### src/rtl/enc_dec_arbiter_pkg.sv
// Shared definitions for the EncDec round-robin arbiter: default sizes,
// FSM state encoding and a constant clog2 helper for parameter math.
package enc_dec_arbiter_pkg;

  // Ceiling log2 usable in parameter defaults (returns 0 for value <= 1).
  function automatic int clog2(input int value);
    int result;
    result = 0;
    while ((1 << result) < value) result++;
    return result;
  endfunction

  localparam int DEF_N        = 8;
  localparam int DEF_IDXW     = 3;
  localparam int DEF_CNTW     = 8;
  localparam int DEF_MAX_HOLD = 16;

  typedef enum logic {
    ST_IDLE  = 1'b0,
    ST_GRANT = 1'b1
  } state_t;

endpackage

### src/rtl/enc_dec_arbiter_rr_pick.sv
// Round-robin picker: finds the first set request bit scanning upward from
// last_ptr+1 (wrapping at N). Rotate so that bit 0 is the highest-priority
// slot, priority-encode the lowest set bit, then un-rotate the offset.
module rr_pick
  import enc_dec_arbiter_pkg::*;
#(
  parameter int N    = DEF_N,
  parameter int IDXW = clog2(N)
) (
  input  logic [N-1:0]    req,
  input  logic [IDXW-1:0] last_ptr,
  output logic [IDXW-1:0] pick,
  output logic            any_req
);

  logic [IDXW-1:0] start;
  logic [2*N-1:0]  doubled;
  logic [N-1:0]    rotated;
  logic [IDXW-1:0] offset;
  logic [IDXW:0]   sum;

  // Rotate, priority-encode and map the winner back to a requester index.
  always_comb begin
    // NOTE: every variable gets a default before any branch, so no path can leave it unassigned and infer a latch.
    start  = '0;
    offset = '0;
    if (last_ptr != IDXW'(N - 1)) start = last_ptr + 1'b1;
    doubled = {req, req};
    rotated = N'(doubled >> start);
    // Scan downward so the lowest set bit is the one left standing.
    for (int i = N - 1; i >= 0; i--) begin
      if (rotated[i]) offset = IDXW'(i);
    end
    sum = {1'b0, start} + {1'b0, offset};
    if (sum >= (IDXW + 1)'(N)) sum = sum - (IDXW + 1)'(N);
    pick    = sum[IDXW-1:0];
    any_req = |req;
  end

endmodule

### src/rtl/enc_dec_arbiter.sv
// Round-robin arbiter sharing the one-hot EncDec datapath between N
// requesters. A grant is held until done or the owner drops its request,
// followed by at least one idle cycle before the next grant.
// Optional watchdog: define ARB_TIMEOUT_EN to revoke grants held for
// MAX_HOLD cycles and pulse timeout; otherwise timeout stays 0.
module enc_dec_arbiter
  import enc_dec_arbiter_pkg::*;
#(
  parameter int N        = DEF_N,
  parameter int IDXW     = clog2(N),
  parameter int CNTW     = DEF_CNTW
`ifdef ARB_TIMEOUT_EN
  ,
  parameter int MAX_HOLD = DEF_MAX_HOLD
`endif
) (
  input  logic            clk,
  input  logic            reset,
  input  logic [N-1:0]    req,
  input  logic            done,
  output logic [N-1:0]    grant,
  output logic [IDXW-1:0] grant_idx,
  output logic            grant_valid,
  output logic [CNTW-1:0] grant_cnt,
  output logic            timeout
);

  localparam logic [N-1:0] ONE_HOT0 = {{(N - 1){1'b0}}, 1'b1};

  state_t          state, state_next;
  logic [IDXW-1:0] last_ptr, last_ptr_next;
  logic [IDXW-1:0] pick;
  logic            any_req;
  logic            release_now;
  logic            expire;

  logic [N-1:0]    grant_next;
  logic [IDXW-1:0] grant_idx_next;
  logic            grant_valid_next;
  logic [CNTW-1:0] grant_cnt_next;
  logic            timeout_next;

  rr_pick #(.N(N), .IDXW(IDXW)) u_rr_pick (
    .req      (req),
    .last_ptr (last_ptr),
    .pick     (pick),
    .any_req  (any_req)
  );

  // Owner finished or walked away; only meaningful in ST_GRANT.
  assign release_now = done | ~req[grant_idx];

`ifdef ARB_TIMEOUT_EN
  localparam int HOLDW = (clog2(MAX_HOLD) < 1) ? 1 : clog2(MAX_HOLD);
  logic [HOLDW-1:0] hold_cnt;

  // Watchdog: zero while idle, so it reads 0 on the first grant cycle.
  always_ff @(posedge clk) begin
    if (reset || state == ST_IDLE) hold_cnt <= '0;
    else                           hold_cnt <= hold_cnt + 1'b1;
  end

  assign expire = (state == ST_GRANT) && (hold_cnt == HOLDW'(MAX_HOLD - 1));
`else
  assign expire = 1'b0;
`endif

  // State register.
  always_ff @(posedge clk) begin
    // NOTE: sequential state uses non-blocking assignments so every flop samples pre-edge values.
    if (reset) state <= ST_IDLE;
    else       state <= state_next;
  end

  // Next-state logic.
  always_comb begin
    state_next = state;
    case (state)
      ST_IDLE:  if (any_req)               state_next = ST_GRANT;
      ST_GRANT: if (release_now || expire) state_next = ST_IDLE;
      default:                             state_next = ST_IDLE;
    endcase
  end

  // Next values of the registered outputs and the priority pointer.
  always_comb begin
    grant_next       = grant;
    grant_idx_next   = grant_idx;
    grant_valid_next = grant_valid;
    grant_cnt_next   = grant_cnt;
    last_ptr_next    = last_ptr;
    timeout_next     = 1'b0;
    case (state)
      ST_IDLE: begin
        if (any_req) begin
          grant_next       = ONE_HOT0 << pick;
          grant_idx_next   = pick;
          grant_valid_next = 1'b1;
          grant_cnt_next   = grant_cnt + 1'b1;
        end
      end
      ST_GRANT: begin
        if (release_now || expire) begin
          grant_next       = '0;
          grant_valid_next = 1'b0;
          last_ptr_next    = grant_idx;
          timeout_next     = expire & ~release_now;
        end
      end
      default: ;
    endcase
  end

  // Output and pointer registers; priority restarts at requester 0.
  always_ff @(posedge clk) begin
    if (reset) begin
      grant       <= '0;
      grant_idx   <= '0;
      grant_valid <= 1'b0;
      grant_cnt   <= '0;
      timeout     <= 1'b0;
      last_ptr    <= IDXW'(N - 1);
    end else begin
      grant       <= grant_next;
      grant_idx   <= grant_idx_next;
      grant_valid <= grant_valid_next;
      grant_cnt   <= grant_cnt_next;
      timeout     <= timeout_next;
      last_ptr    <= last_ptr_next;
    end
  end

endmodule

### config.mk
export PLATFORM = sky130hd
export DESIGN_NAME = enc_dec_arbiter
export DESIGN_NICKNAME = d
export VERILOG_FILES = /design/src/rtl/enc_dec_arbiter_pkg.sv /design/src/rtl/enc_dec_arbiter_rr_pick.sv /design/src/rtl/enc_dec_arbiter.sv
export SDC_FILE = /design/constraint.sdc
export NUM_CORES = 1
export LEC_CHECK = 0
export CAP_MARGIN = 20
export CORE_UTILIZATION = 40
export CTS_CLUSTER_DIAMETER = 60
export DETAILED_ROUTE_END_ITERATION = 8
export SETUP_SLACK_MARGIN = 0.2
export SYNTH_ARGS = -nofsm -noshare
export SYNTH_HDL_FRONTEND = slang
export SYNTH_SLANG_ARGS = --single-unit
### constraint.sdc
create_clock -name clk -period 4.9 [get_ports clk]
set_input_delay 1.47 -clock clk [delete_from_list [all_inputs] [get_ports clk]]
set_output_delay 1.47 -clock clk [all_outputs]
set_load 0.01 [all_outputs]
==> qor.txt, run 1 <==
========================================================================================================
Area of the mapped netlist                                                                  0.00162 mm^2
Gate count of the mapped netlist                                                                     177
Post-synthesis async set-or-reset flop share                                                           0
Dominant synthesized flop cell                                                              sky130_fd_sc_hd__dfxtp_1
Post-route minimum period                                                                        4.50 ns
Wire length per cell                                                                             14.9 um
Worst min-delay path startpoint                                                                 grant[1]
Setup repair after global routing missed its margin                                                   no
Global-route wire length before repair                                                           6130 um
Kind of critical path                                                                       input port to flop
Total number of nets in the final design                                                             222
Critical path's slowest cell                                                                sky130_fd_sc_hd__mux4_2
Non-filler cells in the finished layout                                                              252
Ant. Diodes                                                                                            0
Most frequent cells in the layout                                                           sky130_fd_sc_hd__clkdlybuf4s50_1, sky130_fd_sc_hd__dfxtp_1, sky130_fd_sc_hd__nor2_1, sky130_fd_sc_hd__nand2_1, sky130_fd_sc_hd__nand3_1
P&R area growth vs syn                                                                             24.0%
Via-to-Cell Ratio                                                                                   5.46
Total Negative Setup Slacks                                                                         0 ns
Pre-antenna DRT Iters                                                                                  4
Via count of the first global-routing pass                                                         1,267
Number of enable flip-flop cells after synthesis                                                       0
Final Cycle Share                                                                                  0.919
Hold crit path type                                                                         flop to flop
Clock insertion delay at the later pin of the skew report                                        0.26 ns
Width of the die                                                                                 65.7 um
Worst-case register-to-register setup slack                                                      0.81 ns
Yosys Warn Count                                                                                       0
Launching point of the worst reg2reg path                                                    last_ptr[0]
Result of the run                                                                              completed
Htree depth                                                                                            1
Maximum number of pins on one net before global-route repair                                          22
Largest cells by area after synthesis                                                       sky130_fd_sc_hd__dfxtp_1, sky130_fd_sc_hd__mux4_2, sky130_fd_sc_hd__mux2i_1
Portion of synthesized cell area occupied by the leading cell type                                 0.296
Actual transition at the worst max-transition pin                                               0.874 ns
Initial antenna violation count                                                                        0
MaxCap Viol Count                                                                                      0
Layout Utilization                                                                                 0.534
Critical path fanouts, max                                                                             6
CP delay by family, top                                                                     compound AO/OA/AOI/OAI gates
Crit Reg-Reg Endpoint                                                                           grant[7]
Sum of internal, switching and leakage power                                                      996 uW
Worst reg2reg path depth                                                                              15
ANT nets after route                                                                                   0
Maximum VDD drop                                                                                  339 uV
Final hold viol count                                                                                  0
Crit-path cells                                                                             clkdlybuf4s50_1 -> mux4_2 -> mux2i_4 -> nand2b_1 -> a21bo_1 -> a31oi_1 -> ha_1 -> inv_1 -> fa_1 -> xor2_1 -> a211o_1 -> nor3_1 -> a2111oi_2
Buffer levels on the longest clock path                                                                2
Height of the chip                                                                               65.7 um
IO buf count                                                                                          30
Number of hold buffers added after cts                                                                 0
Final setup fails                                                                                      0
Kind of launch point of the worst setup path                                                  input port
Share of layout cells above drive strength 1                                                       0.132
Per-instance average area after synthesis                                                      9.18 um^2
Hold endpoint                                                                                   grant[1]
Arr. time, crit path                                                                             4.61 ns
CP Data Required Time                                                                            5.01 ns
CTS resizes                                                                                            0
Max-slew violation total from the final report                                                         0
Post-Route Skew                                                                               0.00420 ns
Clock root buffer                                                                           sky130_fd_sc_hd__clkbuf_8
Post-detail-place hpwl                                                                           2870 um
Via count                                                                                          1,376
Clock Sinks                                                                                           24
Cell taking the most area after synthesis                                                   sky130_fd_sc_hd__dfxtp_1
Post-detailed-route DRC marker count                                                                   0
Most frequent standard cell in the layout excluding fill and tap cells                      sky130_fd_sc_hd__clkdlybuf4s50_1
Ratio of total power to cell area                                                            495 mW/mm^2
Core region area                                                                            0.00377 mm^2
Hold Path Stages                                                                                       2
Buffers & Inverters on Critical Path                                                                   2
Rel. slew slack                                                                                    0.417
Overflow after GRT                                                                                     0
Clock tree from TritonCTS                                                                            yes
Post-CTS clock slew at the launch and capture registers of the worst setup and hold paths        0.08 ns
I/O pins                                                                                              32
Cell row count                                                                                        22
Post-CTS Repair Setup Buffers                                                                          0
Slowest Stage Delay on Critical Path                                                             0.57 ns
Seq/Total Area, Yosys                                                                              0.296
Flip-flop and latch count after synthesis                                                             24
Net Count, Synth                                                                                     193
Last weighted congestion value of the routability-driven placer                                    0.791
Highest clock rate                                                                               222 MHz
Number of violations reported at the end of detailed-routing iteration 0                             129
Inserted Clock Buffers                                                                                 3
Effective utilization at floorplan                                                                 0.431
Crit path capture type                                                                              flop
Library cells used by synthesis                                                                       41
Static Leak                                                                                     0.719 nW
Die area                                                                                    0.00432 mm^2
Placed Cells incl. Taps                                                                              249
DRT Wirelength                                                                                   3750 um
Global router's overall resource usage                                                             0.184
WHS                                                                                             0.456 ns
========================================================================================================
==> state kept, by name, indices dropped and copies added, names as in the netlist <==
name / flops
grant_valid: 1
grant: 8
grant_cnt: 8
state: 1
last_ptr: 3
grant_idx: 3
==> report_power, final <==
group          internal [mW]  total, mW  switching, mW  leakage (nW)
clock                 0.0548      0.112         0.0570        0.0216
sequential             0.239      0.275         0.0356         0.196
combinational          0.285      0.609          0.324         0.501
total                  0.580      0.996          0.417         0.719
==> cells by family after synthesis <==
logic type                 count (synthesis)  synth area share
other                                      1           0.00231
DFF                                       24             0.296
muxes                                     21             0.224
adders and majority gates                  5            0.0431
xor gates and xnor gates                   8            0.0431
AOI/OAI and AO/OA                         25             0.105
buffers and inverters                     14            0.0493
and+or+nand+nor                           79             0.237
==> stage by stage <==
step                worst slack (ns)  area, um^2
floorplan                      0.815        1620
global placement               0.158        1950
detailed placement            0.0211        1950
CTS                            0.295        1990
global route                   0.182        2010
finish                         0.399        2010
==> cells in the mapped netlist, types with 2 or more instances <==
master	instances
sky130_fd_sc_hd__nand4_1	5
sky130_fd_sc_hd__clkbuf_1	3
sky130_fd_sc_hd__mux2i_1	8
sky130_fd_sc_hd__xnor2_1	3
sky130_fd_sc_hd__nor4_1	4
sky130_fd_sc_hd__a21oi_1	4
sky130_fd_sc_hd__buf_2	2
sky130_fd_sc_hd__nor2_1	21
sky130_fd_sc_hd__ha_1	4
sky130_fd_sc_hd__xor2_1	5
sky130_fd_sc_hd__nand2_1	21
sky130_fd_sc_hd__nand2b_1	3
sky130_fd_sc_hd__buf_6	2
sky130_fd_sc_hd__buf_4	2
sky130_fd_sc_hd__mux4_2	10
sky130_fd_sc_hd__inv_1	4
sky130_fd_sc_hd__dfxtp_1	24
sky130_fd_sc_hd__and4_1	2
sky130_fd_sc_hd__o21ai_0	3
sky130_fd_sc_hd__nand3_1	16
sky130_fd_sc_hd__a211o_1	4
sky130_fd_sc_hd__o21a_1	2
sky130_fd_sc_hd__o21ai_1	6
sky130_fd_sc_hd__mux2i_4	2
==> how the worst max path moves through the flow <==
stage | from | endpoint | slack, ns | depth (start not counted)
after global routing | req[7] | grant[6] | 0.18 | 14
after detailed placement | req[0] | grant[6] | 0.02 | 14
after floorplan | req[1] | grant[3] | 0.81 | 12
final | req[7] | grant_idx[2] | 0.40 | 13
after global placement | req[0] | grant[6] | 0.16 | 14
after CTS | req[0] | grant[6] | 0.30 | 14
==> layer usage <==
layer,global-route usage,part of all wire
met3,0.0434,0.038
met2,0.297,0.48
met4,0.0380,0.0043
met5,0,0
met1,0.248,0.47
==> area by class of cell <==
type / count / area (um^2)
tap: 48 / 60.1
clock buffer: 3 / 41.3
timing repair buffer: 33 / 325
inverter: 5 / 21.3
sequential: 24 / 480
fill: 327 / 1760
multi-input combinational: 139 / 1080
==> tightest hold or removal path, cell delays in order, from the launching register on <==
cell and delay, ns:
sky130_fd_sc_hd__dfxtp_1 0.33, sky130_fd_sc_hd__nand2_1 0.05, sky130_fd_sc_hd__nand3_1 0.05
(Power assumes the default switching activity.)
==> run 2: changes to the inputs <==
CORE_MARGIN = 4   (was unset)
==> run 2 against run 1 <==
Non-clock buffer count unchanged. First-iteration DRC count shrank 35%. Die area increased by 19%. Largest cell class unchanged. Core utilization up 0.11 points. Critical endpoint is now grant[3]. Critical path type unchanged. Register-to-register slack got worse by 0.07 ns.
==> qor.txt, run 2 (synthesized netlist as in run 1, its figures left out) <==
========================================================================================================
Result of the run                                                                              completed   unchanged
Most frequent cells in the layout                                                           sky130_fd_sc_hd__clkdlybuf4s50_1, sky130_fd_sc_hd__dfxtp_1, sky130_fd_sc_hd__nor2_1, sky130_fd_sc_hd__nand2_1, sky130_fd_sc_hd__nand3_1   unchanged
Number of hold buffers added after cts                                                                 0   unchanged
Number of fillers in the final layout                                                                362   was 327
Placed standard-cell area                                                                   0.00195 mm^2   unchanged
Highest clock rate                                                                               220 MHz   was 222 MHz
Total number of nets in the final design                                                             222   unchanged
Height of the chip                                                                               71.7 um   was 65.7 um
Inserted Clock Buffers                                                                                 3   unchanged
Max-slew violation total from the final report                                                         0   unchanged
Area taken by multi-input logic gates                                                       0.00108 mm^2   about the same
Number of violations reported at the end of detailed-routing iteration 0                              84   was 129
Maximum number of pins on one net before global-route repair                                          22   unchanged
Final setup fails                                                                                      0   unchanged
Arr. time, crit path                                                                             4.77 ns   was 4.61 ns
Layout Utilization                                                                                 0.535   was 0.534
Pre-antenna DRT Iters                                                                                  4   unchanged
Clock tree from TritonCTS                                                                            yes   unchanged
Kind of critical path                                                                       input port to flop   unchanged
I/O pins                                                                                              32   unchanged
Non-Filler Cell Area, Final                                                                 0.00203 mm^2   was 0.00201 mm^2
Clock Sinks                                                                                           24   unchanged
Post-route minimum period                                                                        4.55 ns   was 4.50 ns
Last weighted congestion value of the routability-driven placer                                    0.854   was 0.791
ANT nets after route                                                                                   0   unchanged
Non-filler cells in the finished layout                                                              253   was 252
Crit path setup slack, layout                                                                   0.349 ns   was 0.399 ns
End point of the critical path                                                                  grant[3]   was grant_idx[2]
Hold crit path type                                                                         flop to flop   unchanged
P&R area growth vs syn                                                                             25.1%   was 24.0%
Placed Cells incl. Taps                                                                              249   unchanged
Ratio of total power to cell area                                                            518 mW/mm^2   was 495 mW/mm^2
Final Cycle Share                                                                                  0.929   was 0.919
Rel. slew slack                                                                                    0.409   was 0.417
Crit path capture type                                                                              flop   unchanged
Final hold viol count                                                                                  0   unchanged
IO buf count                                                                                          30   unchanged
Htree depth                                                                                            1   unchanged
Effective utilization at floorplan                                                                 0.428   was 0.431
Overflow after GRT                                                                                     0   unchanged
DP Worst Slack                                                                                 0.0399 ns   was 0.0211 ns
Global router's overall resource usage                                                             0.160   was 0.184
Die area                                                                                    0.00514 mm^2   was 0.00432 mm^2
Via count                                                                                          1,442   was 1,376
Setup crit start                                                                                  req[0]   was req[7]
Ant. Diodes                                                                                            0   unchanged
Width of the die                                                                                 71.7 um   was 65.7 um
Cell row count                                                                                        22   unchanged
Crit Reg-Reg Endpoint                                                                           grant[3]   was grant[7]
Wire length per cell                                                                             15.3 um   was 14.9 um
Buffer levels on the longest clock path                                                                2   unchanged
Via count of the first global-routing pass                                                         1,382   was 1,267
Clock insertion delay at the later pin of the skew report                                        0.27 ns   was 0.26 ns
Core region area                                                                            0.00380 mm^2   was 0.00377 mm^2
Total Negative Setup Slacks                                                                         0 ns   unchanged
DRT Wirelength                                                                                   3870 um   was 3750 um
MaxCap Viol Count                                                                                      0   unchanged
Post-detail-place hpwl                                                                           2990 um   was 2870 um
Worst-case register-to-register setup slack                                                      0.74 ns   was 0.81 ns
Maximum VDD drop                                                                                  201 uV   was 339 uV
Clock root buffer                                                                           sky130_fd_sc_hd__clkbuf_8   unchanged
Post-Route Skew                                                                               0.00335 ns   was 0.00420 ns
CP Data Required Time                                                                            5.12 ns   was 5.01 ns
Initial antenna violation count                                                                        0   unchanged
Worst reg2reg path depth                                                                              15   unchanged
Global-route wire length before repair                                                           6690 um   was 6130 um
Register cell area after layout                                                                 480 um^2   unchanged
Registers with the highest flip-flop counts                                                 grant x8, grant_cnt x8   unchanged
Post-CTS clock slew at the launch and capture registers of the worst setup and hold paths        0.09 ns   was 0.08 ns
Setup repair after global routing missed its margin                                                   no   unchanged
Via-to-Cell Ratio                                                                                   5.70   was 5.46
Post-detailed-route DRC marker count                                                                   0   unchanged
Launching point of the worst reg2reg path                                                    last_ptr[0]   unchanged
Kind of launch point of the worst setup path                                                  input port   unchanged
Most frequent standard cell in the layout excluding fill and tap cells                      sky130_fd_sc_hd__clkdlybuf4s50_1   unchanged
Actual transition at the worst max-transition pin                                               0.886 ns   was 0.874 ns
Share of layout cells above drive strength 1                                                       0.137   was 0.132
Critical path fanouts, max                                                                             6   unchanged
Static Leak                                                                                     0.721 nW   was 0.719 nW
========================================================================================================
-- run 2: what timing repair did --
item	in CTS	in global routing
setup endpoints to repair	0	2
endpoints found under the hold margin	0	0
resized for setup	0	2
setup buffers	0	0
-- run 2: cell type report --
type	count	area share
Multi-Input combinational cell	139	0.530
Sequential cell	24	0.236
Timing Repair Buffer	33	0.159
Tap cell	48	0.0296
Clock buffer	3	0.0203
Clock inverter	1	0.0148
Inverter	5	0.0105
-- run 2: worst max-delay path, stage by stage --
cell and delay, ns:
sky130_fd_sc_hd__clkdlybuf4s50_1 0.51, sky130_fd_sc_hd__mux4_2 0.58, sky130_fd_sc_hd__mux2i_4 0.21, sky130_fd_sc_hd__nand2b_1 0.08, sky130_fd_sc_hd__a21bo_1 0.18, sky130_fd_sc_hd__a31oi_1 0.17
sky130_fd_sc_hd__ha_1 0.18, sky130_fd_sc_hd__inv_1 0.05, sky130_fd_sc_hd__fa_1 0.45, sky130_fd_sc_hd__or3b_2 0.49, sky130_fd_sc_hd__nor2_1 0.17, sky130_fd_sc_hd__o21ai_0 0.13
sky130_fd_sc_hd__nand3_1 0.11
-- run 2: per-layer routing --
| metal | track usage | part of all wire |
|---|---|---|
| met5 | 0 | 0 |
| met4 | 0.0438 | 0.010 |
| met3 | 0.0238 | 0.043 |
| met2 | 0.260 | 0.47 |
| met1 | 0.219 | 0.48 |
-- run 2: power breakdown --
group	switching, mW	leakage, nW	internal (mW)
Sequential	0.0362	0.196	0.239
Clock	0.0688	0.0357	0.109
Combinational	0.315	0.489	0.284
Total	0.419	0.721	0.632
-- run 2: through the flow --
stage / hold WS (ns) / power, mW
global placement: 0.434 / 0.848
floorplan: 0.440 / 0.700
finish: 0.462 / 1.05
global route: 0.493 / 1.13
detailed placement: 0.448 / 0.866
CTS: 0.469 / 1.04
-- run 2: worst min-delay path by stage --
stage / slack [ns] / endpoint / cells after the start / from
2_1_floorplan: 0.44 / last_ptr[1] / 1 / last_ptr[1]
3_3_place_gp: 0.43 / grant[0] / 2 / grant[0]
3_5_place_dp: 0.45 / grant[2] / 2 / grant[2]
4_1_cts: 0.47 / grant[2] / 2 / grant[2]
5_1_grt: 0.49 / grant[7] / 2 / grant[7]
6_report: 0.46 / grant[7] / 2 / grant[7]
